===== config.mk =====
export PLATFORM = sky130hd
export DESIGN_NAME = fmul_pack
export DESIGN_NICKNAME = d
export VERILOG_FILES = /design/src/rtl/fpu_pkg.sv /design/src/rtl/fmul_round.sv /design/src/rtl/fmul_pack.sv
export SDC_FILE = /design/constraint.sdc
export NUM_CORES = 1
export LEC_CHECK = 0
export ABC_AREA = 1
export ABC_CLOCK_PERIOD_IN_PS = 3300
export CORE_MARGIN = 2
export CORE_UTILIZATION = 30
export CTS_CLUSTER_DIAMETER = 120
export DETAILED_ROUTE_END_ITERATION = 16
export PLACE_DENSITY = 0.55
export SLEW_MARGIN = 30
export SYNTH_ARGS = -nofsm -noshare
export SYNTH_HDL_FRONTEND = slang
export SYNTH_SLANG_ARGS = --single-unit

===== constraint.sdc =====
create_clock -name clk -period 3.3 [get_ports clk]
set_clock_uncertainty 0.2 [all_clocks]
set_input_delay 0.33 -clock clk [delete_from_list [all_inputs] [get_ports clk]]
set_output_delay 0.33 -clock clk [all_outputs]
set_load 0.005 [all_outputs]

===== src/rtl/fpu_pkg.sv =====
// Shared FP32 constants, field layout and the result classification used
// between the fmul rounding logic and the output packer.
package fpu_pkg;

  localparam int          EXP_BIAS  = 127;
  localparam int          EXP_MAX   = 255;
  localparam logic [31:0] FP32_PINF = 32'h7F800000;

  typedef struct packed {
    logic        sign;
    logic [7:0]  exp;
    logic [22:0] mant;
  } fp32_t;

  typedef enum logic [1:0] {
    RES_NORM,
    RES_ZERO,
    RES_UFL,
    RES_OVF
  } res_kind_e;

  typedef struct packed {
    logic        sign;
    res_kind_e   kind;
    logic [7:0]  exp;
    logic [22:0] mant;
  } rnd_t;

  function automatic fp32_t pack_result(input rnd_t r);
    fp32_t y;
    y = '0;
    case (r.kind)
      RES_NORM: y = {r.sign, r.exp, r.mant};
      RES_OVF:  y = FP32_PINF | {r.sign, 31'b0};
      default:  y = {r.sign, 31'b0};
    endcase
    return y;
  endfunction

endpackage


===== src/rtl/fmul_round.sv =====
// Combinational normalize + round-to-nearest-even of the raw significand
// product, classifying the result as normal, zero, underflow or overflow.
module fmul_round
  import fpu_pkg::*;
(
  input  logic        in_sign,
  input  logic [8:0]  in_exp,
  input  logic [25:0] in_frac,
  input  logic        in_zero,
  output rnd_t        rnd
);

  localparam logic signed [9:0] BIAS_S = EXP_BIAS[9:0];
  localparam logic signed [9:0] EXP_HI = EXP_MAX[9:0];

  logic [22:0]       mant;
  logic [22:0]       mant_r;
  logic              guard;
  logic              sticky;
  logic              inc;
  logic              carry;
  logic signed [9:0] exp_s;
  logic signed [9:0] exp_r;

  always_comb begin
    if (in_frac[25]) begin
      mant   = in_frac[24:2];
      guard  = in_frac[1];
      sticky = in_frac[0];
    end else begin
      mant   = in_frac[23:1];
      guard  = in_frac[0];
      sticky = 1'b0;
    end
    // a lead at bit 25 means the product is already one binade higher
    exp_s = $signed({1'b0, in_exp}) - BIAS_S + $signed({9'b0, in_frac[25]});

    inc             = guard && (sticky || mant[0]);
    {carry, mant_r} = {1'b0, mant} + {23'b0, inc};
    exp_r           = exp_s + $signed({9'b0, carry});

    rnd.sign = in_sign;
    rnd.exp  = exp_r[7:0];
    rnd.mant = mant_r;
    if (in_zero)
      rnd.kind = RES_ZERO;
    else if (exp_r <= 10'sd0)
      rnd.kind = RES_UFL;
    else if (exp_r >= EXP_HI)
      rnd.kind = RES_OVF;
    else
      rnd.kind = RES_NORM;
  end

endmodule


===== src/rtl/fmul_pack.sv =====
// Two-stage round/pack pipeline for the FP32 multiplier with valid/ready
// handshakes and flush. Define FMUL_PACK_EXC_EN to add the out_exc {ovf,ufl} port.
module fmul_pack
  import fpu_pkg::*;
#(
  parameter int TAG_W = 5
)
(
  input  logic             clk,
  input  logic             rstn,
  input  logic             flush,
  input  logic             in_valid,
  output logic             in_ready,
  input  logic             in_sign,
  input  logic [8:0]       in_exp,
  input  logic [25:0]      in_frac,
  input  logic             in_zero,
  input  logic [TAG_W-1:0] in_tag,
  output logic             out_valid,
  input  logic             out_ready,
  output logic [31:0]      out_y,
  output logic [TAG_W-1:0] out_tag
`ifdef FMUL_PACK_EXC_EN
  ,
  output logic [1:0]       out_exc
`endif
);

  rnd_t             rnd_next;
  rnd_t             s1_rnd_reg;
  logic             s1_valid_reg;
  logic [TAG_W-1:0] s1_tag_reg;
  logic             s2_valid_reg;
  fp32_t            s2_y_reg;
  logic [TAG_W-1:0] s2_tag_reg;
`ifdef FMUL_PACK_EXC_EN
  logic [1:0]       s2_exc_reg;
`endif
  logic             s2_adv;
  logic             s1_free;

  fmul_round u_round (
    .in_sign (in_sign),
    .in_exp  (in_exp),
    .in_frac (in_frac),
    .in_zero (in_zero),
    .rnd     (rnd_next)
  );

  assign s2_adv   = !s2_valid_reg || out_ready;
  assign s1_free  = !s1_valid_reg || s2_adv;
  // nothing may enter while the pipeline is being cleared
  assign in_ready = !rstn && !flush && s1_free;

  always_ff @(posedge clk) begin
    if (rstn) begin
      s1_valid_reg <= 1'b0;
      s1_rnd_reg   <= '0;
      s1_tag_reg   <= '0;
      s2_valid_reg <= 1'b0;
      s2_y_reg     <= '0;
      s2_tag_reg   <= '0;
`ifdef FMUL_PACK_EXC_EN
      s2_exc_reg   <= 2'b00;
`endif
    end else if (flush) begin
      s1_valid_reg <= 1'b0;
      s2_valid_reg <= 1'b0;
    end else begin
      if (s2_adv) begin
        s2_valid_reg <= s1_valid_reg;
        if (s1_valid_reg) begin
          s2_y_reg   <= pack_result(s1_rnd_reg);
          s2_tag_reg <= s1_tag_reg;
`ifdef FMUL_PACK_EXC_EN
          s2_exc_reg <= {s1_rnd_reg.kind == RES_OVF, s1_rnd_reg.kind == RES_UFL};
`endif
        end
      end
      if (s1_free) begin
        s1_valid_reg <= in_valid;
        if (in_valid) begin
          s1_rnd_reg <= rnd_next;
          s1_tag_reg <= in_tag;
        end
      end
    end
  end

  assign out_valid = s2_valid_reg;
  assign out_y     = s2_y_reg;
  assign out_tag   = s2_tag_reg;
`ifdef FMUL_PACK_EXC_EN
  assign out_exc   = s2_exc_reg;
`endif

endmodule


==> results of run 1 <==
==> tightest hold or removal path, cell delays in order, from the launching register on <==
cell	delay [ns]
sky130_fd_sc_hd__dfxtp_1	0.30
sky130_fd_sc_hd__nand2_1	0.06
sky130_fd_sc_hd__a21oi_1	0.05
==> kinds of logic (layout without fill, tap and decap cells) <==
| logic type | after synthesis | in the layout | share of synthesized area (%) |
|---|---|---|---|
| and+or+nand+nor | 327 | 327 | 33.1 |
| buffers and inverters | 112 | 313 | 10.6 |
| AOI/OAI and AO/OA | 107 | 107 | 14.2 |
| DFF | 78 | 78 | 37.1 |
| adders and majority gates | 9 | 9 | 2.86 |
| xor gates and xnor gates | 9 | 9 | 1.87 |
| muxes | 1 | 1 | 0.238 |
==> routing by layer <==
metal / track usage (%) / up-vias / part of all wire [%]
li1: - / 2432 / -
met1: 24.2 / 2146 / 47
met2: 30.0 / 118 / 47
met3: 3.11 / 19 / 4.0
met4: 5.68 / 0 / 1.9
met5: 0 / - / 0
==> cell usage in the layout (no fill, tap or decap), types with 9 or more instances in the layout <==
| cell type | count |
|---|---|
| sky130_fd_sc_hd__dlygate4sd2_1 | 9 |
| sky130_fd_sc_hd__nand2_1 | 150 |
| sky130_fd_sc_hd__clkbuf_16 | 9 |
| sky130_fd_sc_hd__buf_4 | 124 |
| sky130_fd_sc_hd__o211ai_1 | 9 |
| sky130_fd_sc_hd__o21ai_0 | 32 |
| sky130_fd_sc_hd__nor2_1 | 84 |
| sky130_fd_sc_hd__inv_1 | 66 |
| sky130_fd_sc_hd__nand3_1 | 37 |
| sky130_fd_sc_hd__inv_2 | 17 |
| sky130_fd_sc_hd__a21oi_1 | 34 |
| sky130_fd_sc_hd__clkdlybuf4s50_1 | 67 |
| sky130_fd_sc_hd__nor2_4 | 14 |
| sky130_fd_sc_hd__dfxtp_1 | 78 |
| sky130_fd_sc_hd__o21ai_2 | 9 |
==> Yosys cell counts (all sizes together), types with 9 or more instances <==
master / n / area (µm²)
nand2: 162 / 613
nor2: 106 / 438
inv: 84 / 315
dfxtp: 78 / 1560
o21ai: 52 / 279
nand3: 41 / 215
a21oi: 34 / 170
clkbuf: 16 / 60.1
buf: 11 / 68.8
o211ai: 9 / 67.6
==> stage by stage <==
stage,cells,TNS [ns]
after floorplan,643,0
after global placement,938,-3.05
after detailed placement,938,-3.90
after CTS,1018,0
after global routing,1024,-0.319
final,1024,0
==> what timing repair did <==
item                                    CTS  global route
buffers inserted                         63             8
hold endpoints to repair                  0             0
endpoints found under the setup margin    7            19
gates resized for setup                  57            53
pin swaps                                25            37
gates cloned                              2             0
==> path summary, 6_finish.rpt <==
kind                             startpoint                          end  slack, ns
setup / recovery                in_frac[17]  s1_rnd_reg[32]$_SDFFE_PP0P_       0.06
hold / removal       out_y[15]$_SDFFE_PP0P_       out_y[15]$_SDFFE_PP0P_       0.26
setup reg to reg  s1_valid_reg$_SDFFE_PP0P_       out_y[18]$_SDFFE_PP0P_       1.08
hold reg to reg      out_y[15]$_SDFFE_PP0P_       out_y[15]$_SDFFE_PP0P_       0.26
==> cell type report <==
cell class	instances	area [µm²]	share of cell area (%)
Multi-Input combinational cell	453	2420	35.9
Timing Repair Buffer	213	1890	28.1
Clock inverter	5	82.6	1.22
Tap cell	180	225	3.34
Inverter	85	322	4.77
Clock buffer	10	239	3.54
Sequential cell	78	1560	23.1
==> power by group <==
part	internal, W	total [W]	switching, W
clock	0.000681	0.00106	0.000378
combinational	0.000287	0.000566	0.000279
sequential	0.000981	0.00100	0.0000201
==> impl_table.tex, run 1 <==
\begin{tabular}{lr}
\hline
Metric & Value \\
\hline
\multicolumn{2}{l}{\textbf{Clock tree}} \\
\quad Insertion delay to the later sink of the worst-skew pair & 0.33 ns \\
\quad Level count of the clock H-tree & 3 \\
\quad Clock-pin transition on the worst setup and hold timing paths & $\sim$0.060 ns \\
\quad Number of hold buffers added after CTS & 0 \\
\quad Clk root buf & sky130\_fd\_sc\_hd\_\_clkbuf\_16 \\
\quad CTS tree & built \\
\quad Number of clock buffers inserted by TritonCTS & 9 \\
\quad Deepest clock path buffer count & 2 \\
\quad Sinks on the clock net & between 70 and 80 \\
\multicolumn{2}{l}{\textbf{Layout}} \\
\quad Final net count & around 900 \\
\quad Count of fill cells added during filler insertion & 1357 \\
\quad Antenna diode count & 0 \\
\quad Relative area change from synthesis to final layout & 60.4\% \\
\quad Fraction of layout cells with a size suffix above 1 & about 27\% \\
\quad Post-route design area & around 0.0067 mm² \\
\quad Final core utilization & a little under 50\% \\
\quad Flip-flop count of the largest register, all copies and words added & 34 \\
\multicolumn{2}{l}{\textbf{Power}} \\
\quad P per Cell Area & slightly below 400 mW/mm² \\
\quad Cell leakage power & approximately 3.1 nW \\
\quad Final total power & $\sim$0.0026 W \\
\quad Maximum VDD drop & roughly 0.00023 V \\
\multicolumn{2}{l}{\textbf{Min path}} \\
\quad Number of instances on the worst hold path & 2 \\
\quad Worst Hold Class & reg2reg \\
\multicolumn{2}{l}{\textbf{Global routing}} \\
\quad Global routing usage summed across all routing layers & between 10\% and 20\% \\
\quad Pin count of the biggest net entering global routing & slightly below 60 \\
\quad Grt ovf & 0 \\
\quad Antenna violations before repair & 0 \\
\quad Vias in the first global route & roughly 4600 \\
\quad Wire length of the first global-routing pass & 21800 µm \\
\multicolumn{2}{l}{\textbf{Yosys}} \\
\quad Share of flip-flops with an asynchronous set or reset after synthesis & 0\% \\
\quad Distinct cells, synth & 38 \\
\quad Total nets after synthesis & $\sim$700 \\
\quad Mean instance size in the synthesized netlist & about 6.5 µm² \\
\quad Number of synthesized register bits & 78 \\
\quad Sequential element share of the synthesized area & a little under two fifths \\
\quad Top FF cell, synth & sky130\_fd\_sc\_hd\_\_dfxtp\_1 \\
\quad EDFF count, synth & 0 \\
\quad Post-Syn Area & about 0.0042 mm² \\
\quad Cells after Synth & around 640 \\
\quad Number of warnings issued by yosys & 0 \\
\multicolumn{2}{l}{\textbf{Setup path}} \\
\quad Critical path required time & 3.36 ns \\
\quad Arrival time of the worst setup path & 3.30 ns \\
\quad Worst Path Max Fanout & 2 \\
\quad Class of the most critical setup path & in2reg \\
\quad Count of buffering cells on the critical path with inverters included & 5 \\
\quad Type of destination of the critical path & flip-flop \\
\quad Reg2Reg Depth & 7 \\
\quad Worst-path cell with the longest stage delay & sky130\_fd\_sc\_hd\_\_fa\_2 \\
\quad Worst-path cell chain & clkdlybuf4s50\_1 > inv\_1 > nand2\_1 > o21ai\_0 > nor2\_4 > nand4\_1 > ha\_1 > inv\_1 > ha\_2 > inv\_2 > fa\_2 > inv\_2 > nor2\_2 > nand2\_1 > nor2\_2 > nand3\_1 > nor2\_1 > nor2\_1 > nand2\_1 > nand2\_1 > a21oi\_1 \\
\quad Critical Path Max Stage Delay & roughly 0.53 ns \\
\quad Top delay family on crit path & adder cells \\
\quad Nature of the critical path startpoint & primary input \\
\quad Logic depth of the worst setup path including buffers & 21 \\
\quad CP most frequent cell & sky130\_fd\_sc\_hd\_\_nand2\_1 \\
\multicolumn{2}{l}{\textbf{Floorplan}} \\
\quad Die outline area & $\sim$0.015 mm² \\
\quad Horizontal die dimension & between 100 and 150 µm \\
\quad Core Region & roughly 0.014 mm² \\
\quad Die Height & about 120 µm \\
\quad I/O pin count & 86 \\
\quad Number of placement rows & 43 \\
\quad Starting utilization of the core area & 30.5\% \\
\multicolumn{2}{l}{\textbf{STA}} \\
\quad Number of failing hold endpoints at the final stage & 0 \\
\quad Worst max-slew margin expressed relative to the limit & 57.7\% \\
\quad Clock period minus final worst setup slack & 3.24 ns \\
\quad Worst slew pin tran & 0.635 ns \\
\quad RSZ-0062 raised after global routing & yes \\
\quad Worst hold slack across all endpoints & 0.265 ns \\
\quad Count of final max-slew check failures & 0 \\
\quad Slack of the critical path & around 0.059 ns \\
\quad Total setup violations reported at the end of the flow & 0 \\
\quad Max Clk Rate & just over 300 MHz \\
\quad Final critical-path share of the clock period & between 90\% and 100\% \\
\multicolumn{2}{l}{\textbf{Place}} \\
\quad Input/output buffers & 85 \\
\quad Setup Slack @ Placement & -0.766 ns \\
\quad Global placer's final weighted congestion & $\sim$0.85 \\
\quad Post-detailed-placement half-perimeter wirelength & 8700 µm \\
\quad Post-place instance area & between 0.005 and 0.006 mm² \\
\multicolumn{2}{l}{\textbf{Routing}} \\
\quad Number of detailed-routing iterations run before antenna repair & 5 \\
\quad Sum of routed wire length over all layers & approximately 13000 µm \\
\quad Drt first-iter violations & about 220 \\
\quad Via Count & roughly 4700 \\
\quad Average vias per placed instance & between 4 and 5 \\
\quad DRC Markers & 0 \\
\quad Detail-routed net length per standard cell & 13.1 µm \\
\quad Final ANT Viol Nets & 0 \\
\multicolumn{2}{l}{\textbf{Run}} \\
\quad Max capacitance violation total & 0 \\
\multicolumn{2}{l}{\textbf{Outcome}} \\
\quad Result of the run & complete, no violations \\
\hline
\end{tabular}
Note: power is estimated with default switching activity, not from simulation.
==> inputs of run 2 (changes only) <==
--- a/config.mk
+++ b/config.mk
@@ -6,12 +6,13 @@
 export NUM_CORES = 1
 export LEC_CHECK = 0
 export ABC_AREA = 1
-export ABC_CLOCK_PERIOD_IN_PS = 3300
+export ABC_CLOCK_PERIOD_IN_PS = 3600
+export CAP_MARGIN = 10
 export CORE_MARGIN = 2
 export CORE_UTILIZATION = 30
 export CTS_CLUSTER_DIAMETER = 120
 export DETAILED_ROUTE_END_ITERATION = 16
-export PLACE_DENSITY = 0.55
+export PLACE_DENSITY = 0.53
 export SLEW_MARGIN = 30
 export SYNTH_ARGS = -nofsm -noshare
 export SYNTH_HDL_FRONTEND = slang
==> constraint.sdc (replaced) <==
create_clock -name clk -period 3.6 [get_ports clk]
set_clock_uncertainty 0.2 [all_clocks]
set_input_delay 0.36 -clock clk [delete_from_list [all_inputs] [get_ports clk]]
set_output_delay 0.36 -clock clk [all_outputs]
set_load 0.05 [all_outputs]
==> impl_table.tex, run 2 (synthesized netlist as in run 1, its figures left out) <==
\begin{tabular}{lr}
\hline
Metric & Value \\
\hline
\multicolumn{2}{l}{\textbf{Clock tree}} \\
\quad CTS tree & built \\
\quad Sinks on the clock net & 78 (unchanged) \\
\quad Level count of the clock H-tree & 3 (unchanged) \\
\quad Clock-pin transition on the worst setup and hold timing paths & 0.06 ns (about the same) \\
\quad Clk root buf & sky130\_fd\_sc\_hd\_\_clkbuf\_16 \\
\quad Insertion delay to the later sink of the worst-skew pair & 0.33 ns (about the same) \\
\quad Number of hold buffers added after CTS & 0 (unchanged) \\
\quad Number of clock buffers inserted by TritonCTS & 9 (unchanged) \\
\quad Deepest clock path buffer count & 2 (unchanged) \\
\multicolumn{2}{l}{\textbf{Global routing}} \\
\quad Grt ovf & 0 (unchanged) \\
\quad Vias in the first global route & 4071 (-11\%) \\
\quad Global routing usage summed across all routing layers & 15.6\% (-2.6 points) \\
\quad Antenna violations before repair & 0 (unchanged) \\
\quad Pin count of the biggest net entering global routing & 59 (unchanged) \\
\quad Wire length of the first global-routing pass & 18900 µm (-13\%) \\
\multicolumn{2}{l}{\textbf{Floorplan}} \\
\quad Starting utilization of the core area & 30.5\% (unchanged) \\
\quad Die Height & 122 µm (unchanged) \\
\quad Die outline area & 0.0150 mm² (unchanged) \\
\quad I/O pin count & 86 (unchanged) \\
\quad Core Region & 0.0138 mm² (unchanged) \\
\quad Number of placement rows & 43 (unchanged) \\
\quad Horizontal die dimension & 122 µm (unchanged) \\
\multicolumn{2}{l}{\textbf{Layout}} \\
\quad Antenna diode count & 0 (unchanged) \\
\quad Count of fill cells added during filler insertion & 1425 (+5.0\%) \\
\quad Most used cells in the layout excluding fill and tap cells & 152 x sky130\_fd\_sc\_hd\_\_nand2\_1, 92 x sky130\_fd\_sc\_hd\_\_nor2\_1, 78 x sky130\_fd\_sc\_hd\_\_dfxtp\_1 \\
\quad Most common cell after layout, fill and taps aside & sky130\_fd\_sc\_hd\_\_nand2\_1 \\
\quad Final Non-Filler Cells & 965 (-5.8\%) \\
\quad Final net count & 838 (-6.5\%) \\
\quad Fraction of layout cells with a size suffix above 1 & 18.9\% (-7.9 points) \\
\quad Flip-flop count of the largest register, all copies and words added & 34 (unchanged) \\
\quad Relative area change from synthesis to final layout & 46.2\% \\
\multicolumn{2}{l}{\textbf{Min path}} \\
\quad Startpoint of the tightest hold check path & out\_y[20]\$\_SDFFE\_PP0P\_ \\
\quad Worst Hold Class & reg2reg \\
\quad Hold worst-path end & out\_y[20]\$\_SDFFE\_PP0P\_ \\
\quad Number of instances on the worst hold path & 2 (unchanged) \\
\multicolumn{2}{l}{\textbf{Routing}} \\
\quad Met2 wire len & 5080 µm (-20\%) \\
\quad Detailed-routing wirelength on met1 & 5700 µm (-9.7\%) \\
\quad DRC Markers & 0 (unchanged) \\
\quad Sum of routed wire length over all layers & 11300 µm (-16\%) \\
\quad Final ANT Viol Nets & 0 (unchanged) \\
\quad Drt first-iter violations & 211 (-2.8\%) \\
\quad Number of detailed-routing iterations run before antenna repair & 5 (unchanged) \\
\quad Average vias per placed instance & 4.44 (-3.6\%) \\
\quad Detail-routed net length per standard cell & 11.7 µm (-11\%) \\
\quad Top layer in use & met4 \\
\quad Met3 routed WL & 426 µm (-21\%) \\
\quad Via Count & 4283 (-9.2\%) \\
\multicolumn{2}{l}{\textbf{Setup path}} \\
\quad Type of destination of the critical path & flip-flop \\
\quad Launching point of the worst reg2reg path & s1\_valid\_reg\$\_SDFFE\_PP0P\_ \\
\quad Worst r2r dst & out\_y[17]\$\_SDFFE\_PP0P\_ \\
\quad Reg2Reg Depth & 7 (unchanged) \\
\quad Setup slack, reg-to-reg & 1.29 ns (+0.21 ns) \\
\quad Class of the most critical setup path & in2reg \\
\quad Nature of the critical path startpoint & primary input \\
\quad Worst Path Max Fanout & 4 (+2) \\
\quad Arrival time of the worst setup path & 3.53 ns (+0.23 ns) \\
\quad Critical path required time & 3.66 ns (+0.30 ns) \\
\multicolumn{2}{l}{\textbf{STA}} \\
\quad Number of failing hold endpoints at the final stage & 0 (unchanged) \\
\quad Worst max-slew margin expressed relative to the limit & 55.1\% (-2.6 points) \\
\quad Total setup violations reported at the end of the flow & 0 (unchanged) \\
\quad Worst hold slack across all endpoints & 0.261 ns (-0.00357 ns) \\
\quad Count of final max-slew check failures & 0 (unchanged) \\
\quad Clock period minus final worst setup slack & around 3.5 ns \\
\quad Max Clk Rate & $\sim$290 MHz \\
\quad Worst slew pin tran & 0.671 ns (+0.0355 ns) \\
\quad Final critical-path share of the clock period & between 90\% and 100\% \\
\multicolumn{2}{l}{\textbf{Power}} \\
\quad Cell leakage power & 2.75 nW (-11\%) \\
\quad Maximum VDD drop & 0.000221 V (-3.7\%) \\
\quad Final total power & 0.00221 W (-16\%) \\
\quad P per Cell Area & 360 mW/mm² (-7.5\%) \\
\multicolumn{2}{l}{\textbf{Outcome}} \\
\quad Result of the run & complete, no violations \\
\multicolumn{2}{l}{\textbf{Place}} \\
\quad Instance count after placement with tap cells included & 941 (+0.32\%) \\
\quad Global placer's final weighted congestion & 0.878 (+2.8\%) \\
\quad Input/output buffers & 85 (unchanged) \\
\quad Post-detailed-placement half-perimeter wirelength & 8480 µm (-2.5\%) \\
\multicolumn{2}{l}{\textbf{Run}} \\
\quad Max capacitance violation total & 0 (unchanged) \\
\hline
\end{tabular}
run 2: cell types whose count changed in the layout (fill, tap and decap cells not counted), moves of 3 or more:
cell | previous run | this run
sky130_fd_sc_hd__dlygate4sd2_1 | 9 | 0
sky130_fd_sc_hd__o21ai_4 | 4 | 1
sky130_fd_sc_hd__nor2_1 | 84 | 92
sky130_fd_sc_hd__nand2_4 | 4 | 0
sky130_fd_sc_hd__inv_1 | 66 | 72
sky130_fd_sc_hd__nor2_4 | 14 | 5
sky130_fd_sc_hd__inv_2 | 17 | 12
sky130_fd_sc_hd__dlymetal6s2s_1 | 4 | 8
sky130_fd_sc_hd__o21ai_0 | 32 | 35
sky130_fd_sc_hd__clkdlybuf4s50_1 | 67 | 75
sky130_fd_sc_hd__buf_4 | 124 | 67
run 2: timing repair:
action                     in CTS  in global routing
buffers inserted                0                  9
pin swaps                       0                 28
setup endpoints to repair       2                  3
hold endpoints to repair        0                  0
resized for setup               5                 50
gates cloned                    1                  0
run 2: area by class of cell:
type | instances | area (µm²) | share of cell area, %
Clock buffer | 10 | 239 | 3.89
Inverter | 85 | 319 | 5.19
Multi-Input combinational cell | 453 | 2310 | 37.5
Tap cell | 180 | 225 | 3.66
Timing Repair Buffer | 155 | 1450 | 23.6
Sequential cell | 78 | 1560 | 25.4
Clock inverter | 4 | 48.8 | 0.794
run 2: worst max-delay path by stage:
stage                start                           to  slack [ns]  cells past startpoint
6_report       in_frac[10]  s1_rnd_reg[32]$_SDFFE_PP0P_        0.13                     24
3_3_place_gp   in_frac[25]  s1_rnd_reg[32]$_SDFFE_PP0P_       -0.42                     26
4_1_cts        in_frac[25]  s1_rnd_reg[32]$_SDFFE_PP0P_       0.007                     25
2_1_floorplan  in_frac[25]  s1_rnd_reg[32]$_SDFFE_PP0P_        0.25                     24
3_5_place_dp   in_frac[25]  s1_rnd_reg[32]$_SDFFE_PP0P_       -0.57                     24
5_1_grt        in_frac[25]  s1_rnd_reg[32]$_SDFFE_PP0P_       -0.07                     27
run 2: metrics by stage:
stage	util, %	TNS [ns]	instance area (µm²)	setup slack (ns)
finish	44.6	0	6150	0.135
global route	44.6	-0.101	6150	-0.0657
CTS	43.3	0	5970	0.00691
detailed placement	40.9	-2.13	5640	-0.572
global placement	40.9	-1.20	5640	-0.423
floorplan	-	0	4210	0.252
run 2: report_power, final:
| part | total [W] | switching [W] | internal, W | leakage, nW |
|---|---|---|---|---|
| Clock | 0.000871 | 0.000325 | 0.000546 | 0.144 |
| Combinational | 0.000424 | 0.000227 | 0.000197 | 1.97 |
| Sequential | 0.000917 | 0.0000179 | 0.000899 | 0.637 |
run 2: per-layer routing:
layer  vias to the layer above  global-route usage [%]
met5                         -                       0
met4                         0                    4.02
met3                         7                    2.28
met2                        78                    24.4
met1                      1888                    22.2
li1                       2310                       -
run 2: worst max-delay path: stages:
cell                              delay, ns
sky130_fd_sc_hd__clkdlybuf4s50_1       0.48
sky130_fd_sc_hd__inv_1                 0.04
sky130_fd_sc_hd__nand2_1               0.06
sky130_fd_sc_hd__o21ai_2               0.07
sky130_fd_sc_hd__nor3_2                0.19
sky130_fd_sc_hd__nand3_2               0.12
sky130_fd_sc_hd__nor3_2                0.17
sky130_fd_sc_hd__nand4_1               0.13
sky130_fd_sc_hd__ha_1                  0.31
sky130_fd_sc_hd__inv_1                 0.06
sky130_fd_sc_hd__ha_2                  0.17
sky130_fd_sc_hd__inv_2                 0.04
sky130_fd_sc_hd__fa_2                  0.45
sky130_fd_sc_hd__nor2_2                0.14
sky130_fd_sc_hd__nand2_1               0.07
sky130_fd_sc_hd__nand2_1               0.09
sky130_fd_sc_hd__nand2_2               0.07
sky130_fd_sc_hd__inv_1                 0.07
sky130_fd_sc_hd__nand3_2               0.05
sky130_fd_sc_hd__nor2_1                0.10
sky130_fd_sc_hd__nor2_1                0.05
sky130_fd_sc_hd__nand2_1               0.05
sky130_fd_sc_hd__nand2_1               0.05
sky130_fd_sc_hd__a21oi_1               0.13
==> inputs of run 3 (changes only) <==
--- a/config.mk
+++ b/config.mk
@@ -6,13 +6,14 @@
 export NUM_CORES = 1
 export LEC_CHECK = 0
 export ABC_AREA = 1
-export ABC_CLOCK_PERIOD_IN_PS = 3600
+export ABC_CLOCK_PERIOD_IN_PS = 2800
 export CAP_MARGIN = 10
 export CORE_MARGIN = 2
 export CORE_UTILIZATION = 30
 export CTS_CLUSTER_DIAMETER = 120
+export CTS_CLUSTER_SIZE = 25
 export DETAILED_ROUTE_END_ITERATION = 16
-export PLACE_DENSITY = 0.53
+export PLACE_DENSITY = 0.55
 export SLEW_MARGIN = 30
 export SYNTH_ARGS = -nofsm -noshare
 export SYNTH_HDL_FRONTEND = slang
==> constraint.sdc (replaced) <==
create_clock -name clk -period 2.8 [get_ports clk]
set_clock_uncertainty 0.2 [all_clocks]
set_input_delay 0.28 -clock clk [delete_from_list [all_inputs] [get_ports clk]]
set_output_delay 0.28 -clock clk [all_outputs]
set_load 0.05 [all_outputs]
==> impl_table.tex, run 3 (synthesized netlist as in run 1, its figures left out) <==
\begin{tabular}{lr}
\hline
Metric & Value \\
\hline
\multicolumn{2}{l}{\textbf{Floorplan}} \\
\quad Core Region & 0.0138 mm² (unchanged) \\
\quad Die outline area & 0.0150 mm² (unchanged) \\
\quad Number of placement rows & 43 (unchanged) \\
\quad Die Height & 122 µm (unchanged) \\
\quad I/O pin count & 86 (unchanged) \\
\quad Horizontal die dimension & 122 µm (unchanged) \\
\quad Starting utilization of the core area & 30.5\% (unchanged) \\
\multicolumn{2}{l}{\textbf{Clock tree}} \\
\quad Number of clock buffers inserted by TritonCTS & 9 (unchanged) \\
\quad CTS tree & built \\
\quad Clock-pin transition on the worst setup and hold timing paths & 0.06 ns (about the same) \\
\quad Insertion delay to the later sink of the worst-skew pair & 0.33 ns (about the same) \\
\quad Level count of the clock H-tree & 3 (unchanged) \\
\quad Clk root buf & sky130\_fd\_sc\_hd\_\_clkbuf\_16 \\
\quad Sinks on the clock net & 78 (unchanged) \\
\quad Deepest clock path buffer count & 2 (unchanged) \\
\multicolumn{2}{l}{\textbf{Layout}} \\
\quad Count of fill cells added during filler insertion & 1330 (-6.7\%) \\
\quad Flip-flop count of the largest register, all copies and words added & 34 (unchanged) \\
\quad Relative area change from synthesis to final layout & 68.3\% \\
\quad Most used cells in the layout excluding fill and tap cells & 154 x sky130\_fd\_sc\_hd\_\_buf\_4, 138 x sky130\_fd\_sc\_hd\_\_nand2\_1, 83 x sky130\_fd\_sc\_hd\_\_nor2\_1 \\
\quad Fraction of layout cells with a size suffix above 1 & 32.3\% (+13 points) \\
\quad Most common cell after layout, fill and taps aside & sky130\_fd\_sc\_hd\_\_buf\_4 \\
\quad Final net count & 932 (+11\%) \\
\quad Antenna diode count & 0 (unchanged) \\
\quad Final Non-Filler Cells & 1061 (+9.9\%) \\
\quad Post-route design area & 0.00708 mm² (+15\%) \\
\multicolumn{2}{l}{\textbf{Setup path}} \\
\quad CP endpoint & s1\_rnd\_reg[32]\$\_SDFFE\_PP0P\_ \\
\quad Critical path required time & 2.86 ns (-0.80 ns) \\
\quad Type of destination of the critical path & flip-flop \\
\quad Worst r2r dst & out\_y[24]\$\_SDFFE\_PP0P\_ \\
\quad Top delay family on crit path & simple AND/OR/NAND/NOR gates \\
\quad Setup slack, reg-to-reg & 0.83 ns (-0.46 ns) \\
\quad Worst-path cell with the longest stage delay & sky130\_fd\_sc\_hd\_\_clkdlybuf4s50\_1 \\
\quad Launching point of the worst reg2reg path & s1\_valid\_reg\$\_SDFFE\_PP0P\_ \\
\quad Reg2Reg Depth & 7 (unchanged) \\
\quad Count of buffering cells on the critical path with inverters included & 5 (unchanged) \\
\quad Nature of the critical path startpoint & primary input \\
\quad Arrival time of the worst setup path & 3.59 ns (+0.06 ns) \\
\quad Critical Path Max Stage Delay & 0.48 ns (about the same) \\
\quad Worst Path Max Fanout & 4 (unchanged) \\
\quad Worst-path cell chain & clkdlybuf4s50\_1 > o21ai\_0 > inv\_1 > nand2\_1 > nor3\_2 > nand4\_1 > ha\_1 > inv\_1 > ha\_2 > inv\_2 > fa\_2 > nor2\_4 > nand2\_2 > nand2\_2 > inv\_2 > nor2\_1 > nand3\_1 > nor2\_1 > nor2\_1 > nand2\_1 > nand2\_1 > a21oi\_1 \\
\quad Timing startpoint of the critical path & in\_frac[20] \\
\quad Class of the most critical setup path & in2reg \\
\quad Logic depth of the worst setup path including buffers & 22 (-8.3\%) \\
\multicolumn{2}{l}{\textbf{STA}} \\
\quad Worst hold slack across all endpoints & 0.265 ns (+0.00358 ns) \\
\quad Final critical-path share of the clock period & 126\% \\
\quad Count of final max-slew check failures & 0 (unchanged) \\
\quad Clock period minus final worst setup slack & approximately 3.5 ns \\
\quad Max Clk Rate & 284 MHz \\
\quad Slack of the critical path & -0.727 ns (-0.862 ns) \\
\quad Worst slew pin tran & 0.534 ns (-0.137 ns) \\
\quad Worst max-slew margin expressed relative to the limit & 64.3\% (+9.2 points) \\
\quad Total setup violations reported at the end of the flow & 24 (+24) \\
\quad RSZ-0062 raised after global routing & yes \\
\quad Number of failing hold endpoints at the final stage & 0 (unchanged) \\
\multicolumn{2}{l}{\textbf{Global routing}} \\
\quad Global routing usage summed across all routing layers & 18.9\% (+3.4 points) \\
\quad Vias in the first global route & 4807 (+18\%) \\
\quad Grt ovf & 0 (unchanged) \\
\quad Wire length of the first global-routing pass & 22800 µm (+21\%) \\
\quad Pin count of the biggest net entering global routing & 53 (-10\%) \\
\quad Antenna violations before repair & 0 (unchanged) \\
\multicolumn{2}{l}{\textbf{Routing}} \\
\quad Number of detailed-routing iterations run before antenna repair & 5 (unchanged) \\
\quad DRC Markers & 0 (unchanged) \\
\quad Average vias per placed instance & 4.66 (+5.0\%) \\
\quad Final ANT Viol Nets & 0 (unchanged) \\
\quad Drt first-iter violations & 294 (+39\%) \\
\quad Detail-routed net length per standard cell & 13.6 µm (+16\%) \\
\quad Sum of routed wire length over all layers & 14400 µm (+28\%) \\
\quad Via Count & 4944 (+15\%) \\
\multicolumn{2}{l}{\textbf{Power}} \\
\quad Maximum VDD drop & 0.000309 V (+40\%) \\
\quad P per Cell Area & 428 mW/mm² (+19\%) \\
\quad Cell leakage power & 3.24 nW (+18\%) \\
\multicolumn{2}{l}{\textbf{Place}} \\
\quad Post-place instance area & 0.00567 mm² (+0.58\%) \\
\quad Instance count after placement with tap cells included & 943 (+0.21\%) \\
\quad Global placer's final weighted congestion & 0.895 (+1.9\%) \\
\quad Input/output buffers & 85 (unchanged) \\
\quad Post-detailed-placement half-perimeter wirelength & 8750 µm (+3.2\%) \\
\multicolumn{2}{l}{\textbf{Outcome}} \\
\quad Result of the run & complete, but fails checks \\
\quad Violated checks & negative setup slack \\
\multicolumn{2}{l}{\textbf{Run}} \\
\quad Max capacitance violation total & 0 (unchanged) \\
\multicolumn{2}{l}{\textbf{Min path}} \\
\quad Worst Hold Class & reg2reg \\
\quad Number of instances on the worst hold path & 2 (unchanged) \\
\hline
\end{tabular}
[run 3: changes by cell type in the layout (fill, tap and decap cells not counted), moves of 5 or more]
cell,change
sky130_fd_sc_hd__buf_4,+87
sky130_fd_sc_hd__buf_6,+6
sky130_fd_sc_hd__clkdlybuf4s50_1,-9
sky130_fd_sc_hd__dlygate4sd2_1,+14
sky130_fd_sc_hd__dlymetal6s2s_1,-8
sky130_fd_sc_hd__inv_2,+5
sky130_fd_sc_hd__nand2_1,-14
sky130_fd_sc_hd__nand2_2,+7
sky130_fd_sc_hd__nand2_4,+7
sky130_fd_sc_hd__nor2_1,-9
sky130_fd_sc_hd__nor2_4,+12
sky130_fd_sc_hd__o21ai_0,-5
[run 3: where the power goes]
part	switching [W]	leakage, nW	internal (W)	total, W
clock network	0.000439	0.138	0.000646	0.00109
registers	0.0000237	0.637	0.00116	0.00118
logic	0.000386	2.47	0.000379	0.000765
total	0.000849	3.24	0.00218	0.00303
[run 3: metrics by stage]
stage / setup TNS [ns] / setup slack, ns / util (%) / power, W
5_1_grt: -10.09 / -0.876 / 51.4 / 0.00317
6_report: -6.93 / -0.727 / 51.4 / 0.00303
3_3_place_gp: -7.06 / -1.06 / 41.2 / 0.00171
2_1_floorplan: -0.748 / -0.375 / - / 0.00148
3_5_place_dp: -8.06 / -1.18 / 41.2 / 0.00172
4_1_cts: -2.44 / -0.347 / 49.7 / 0.00298
[run 3: layer usage]
layer / wire length (µm) / vias to the layer above / global-route usage (%)
li1: - / 2511 / -
met1: 6710 / 2238 / 24.1
met2: 6650 / 155 / 31.7
met3: 620 / 40 / 2.70
met4: 470 / 0 / 8.33
met5: 0 / - / 0
[run 3: final cells by class]
type | instances | area (µm²) | area share [%]
sequential | 78 | 1560 | 22.1
tap | 180 | 225 | 3.18
clock inverter | 5 | 33.8 | 0.477
inverter | 85 | 319 | 4.51
clock buffer | 11 | 253 | 3.57
multi-input combinational | 453 | 2540 | 35.8
timing repair buffer | 249 | 2150 | 30.4
[run 3: worst min path at each step]
stage	startpoint	end
2_1_floorplan	in_valid	s1_valid_reg$_SDFFE_PP0P_
3_5_place_dp	s1_rnd_reg[13]$_SDFFE_PP0P_	out_y[13]$_SDFFE_PP0P_
5_1_grt	out_y[22]$_SDFFE_PP0P_	out_y[22]$_SDFFE_PP0P_
6_report	out_y[13]$_SDFFE_PP0P_	out_y[13]$_SDFFE_PP0P_
3_3_place_gp	s1_rnd_reg[6]$_SDFFE_PP0P_	out_y[6]$_SDFFE_PP0P_
4_1_cts	out_y[13]$_SDFFE_PP0P_	out_y[13]$_SDFFE_PP0P_
[run 3: repair_timing]
| item | CTS | global route |
|---|---|---|
| gates resized for setup | 86 | 58 |
| endpoints found under the setup margin | 10 | 25 |
| setup buffers | 98 | 12 |
| hold buffers | 0 | 0 |
| gates cloned | 1 | 0 |
| pin swaps | 24 | 24 |
[run 3: worst register-to-register path, stage by stage, from the launching register on]
cell and delay [ns]:
sky130_fd_sc_hd__dfxtp_1 0.35, sky130_fd_sc_hd__inv_1 0.06, sky130_fd_sc_hd__nor3_2 0.40, sky130_fd_sc_hd__inv_1 0.16, sky130_fd_sc_hd__buf_4 0.21, sky130_fd_sc_hd__nor2_1 0.10, sky130_fd_sc_hd__nand2_1 0.19, sky130_fd_sc_hd__a31oi_1 0.23
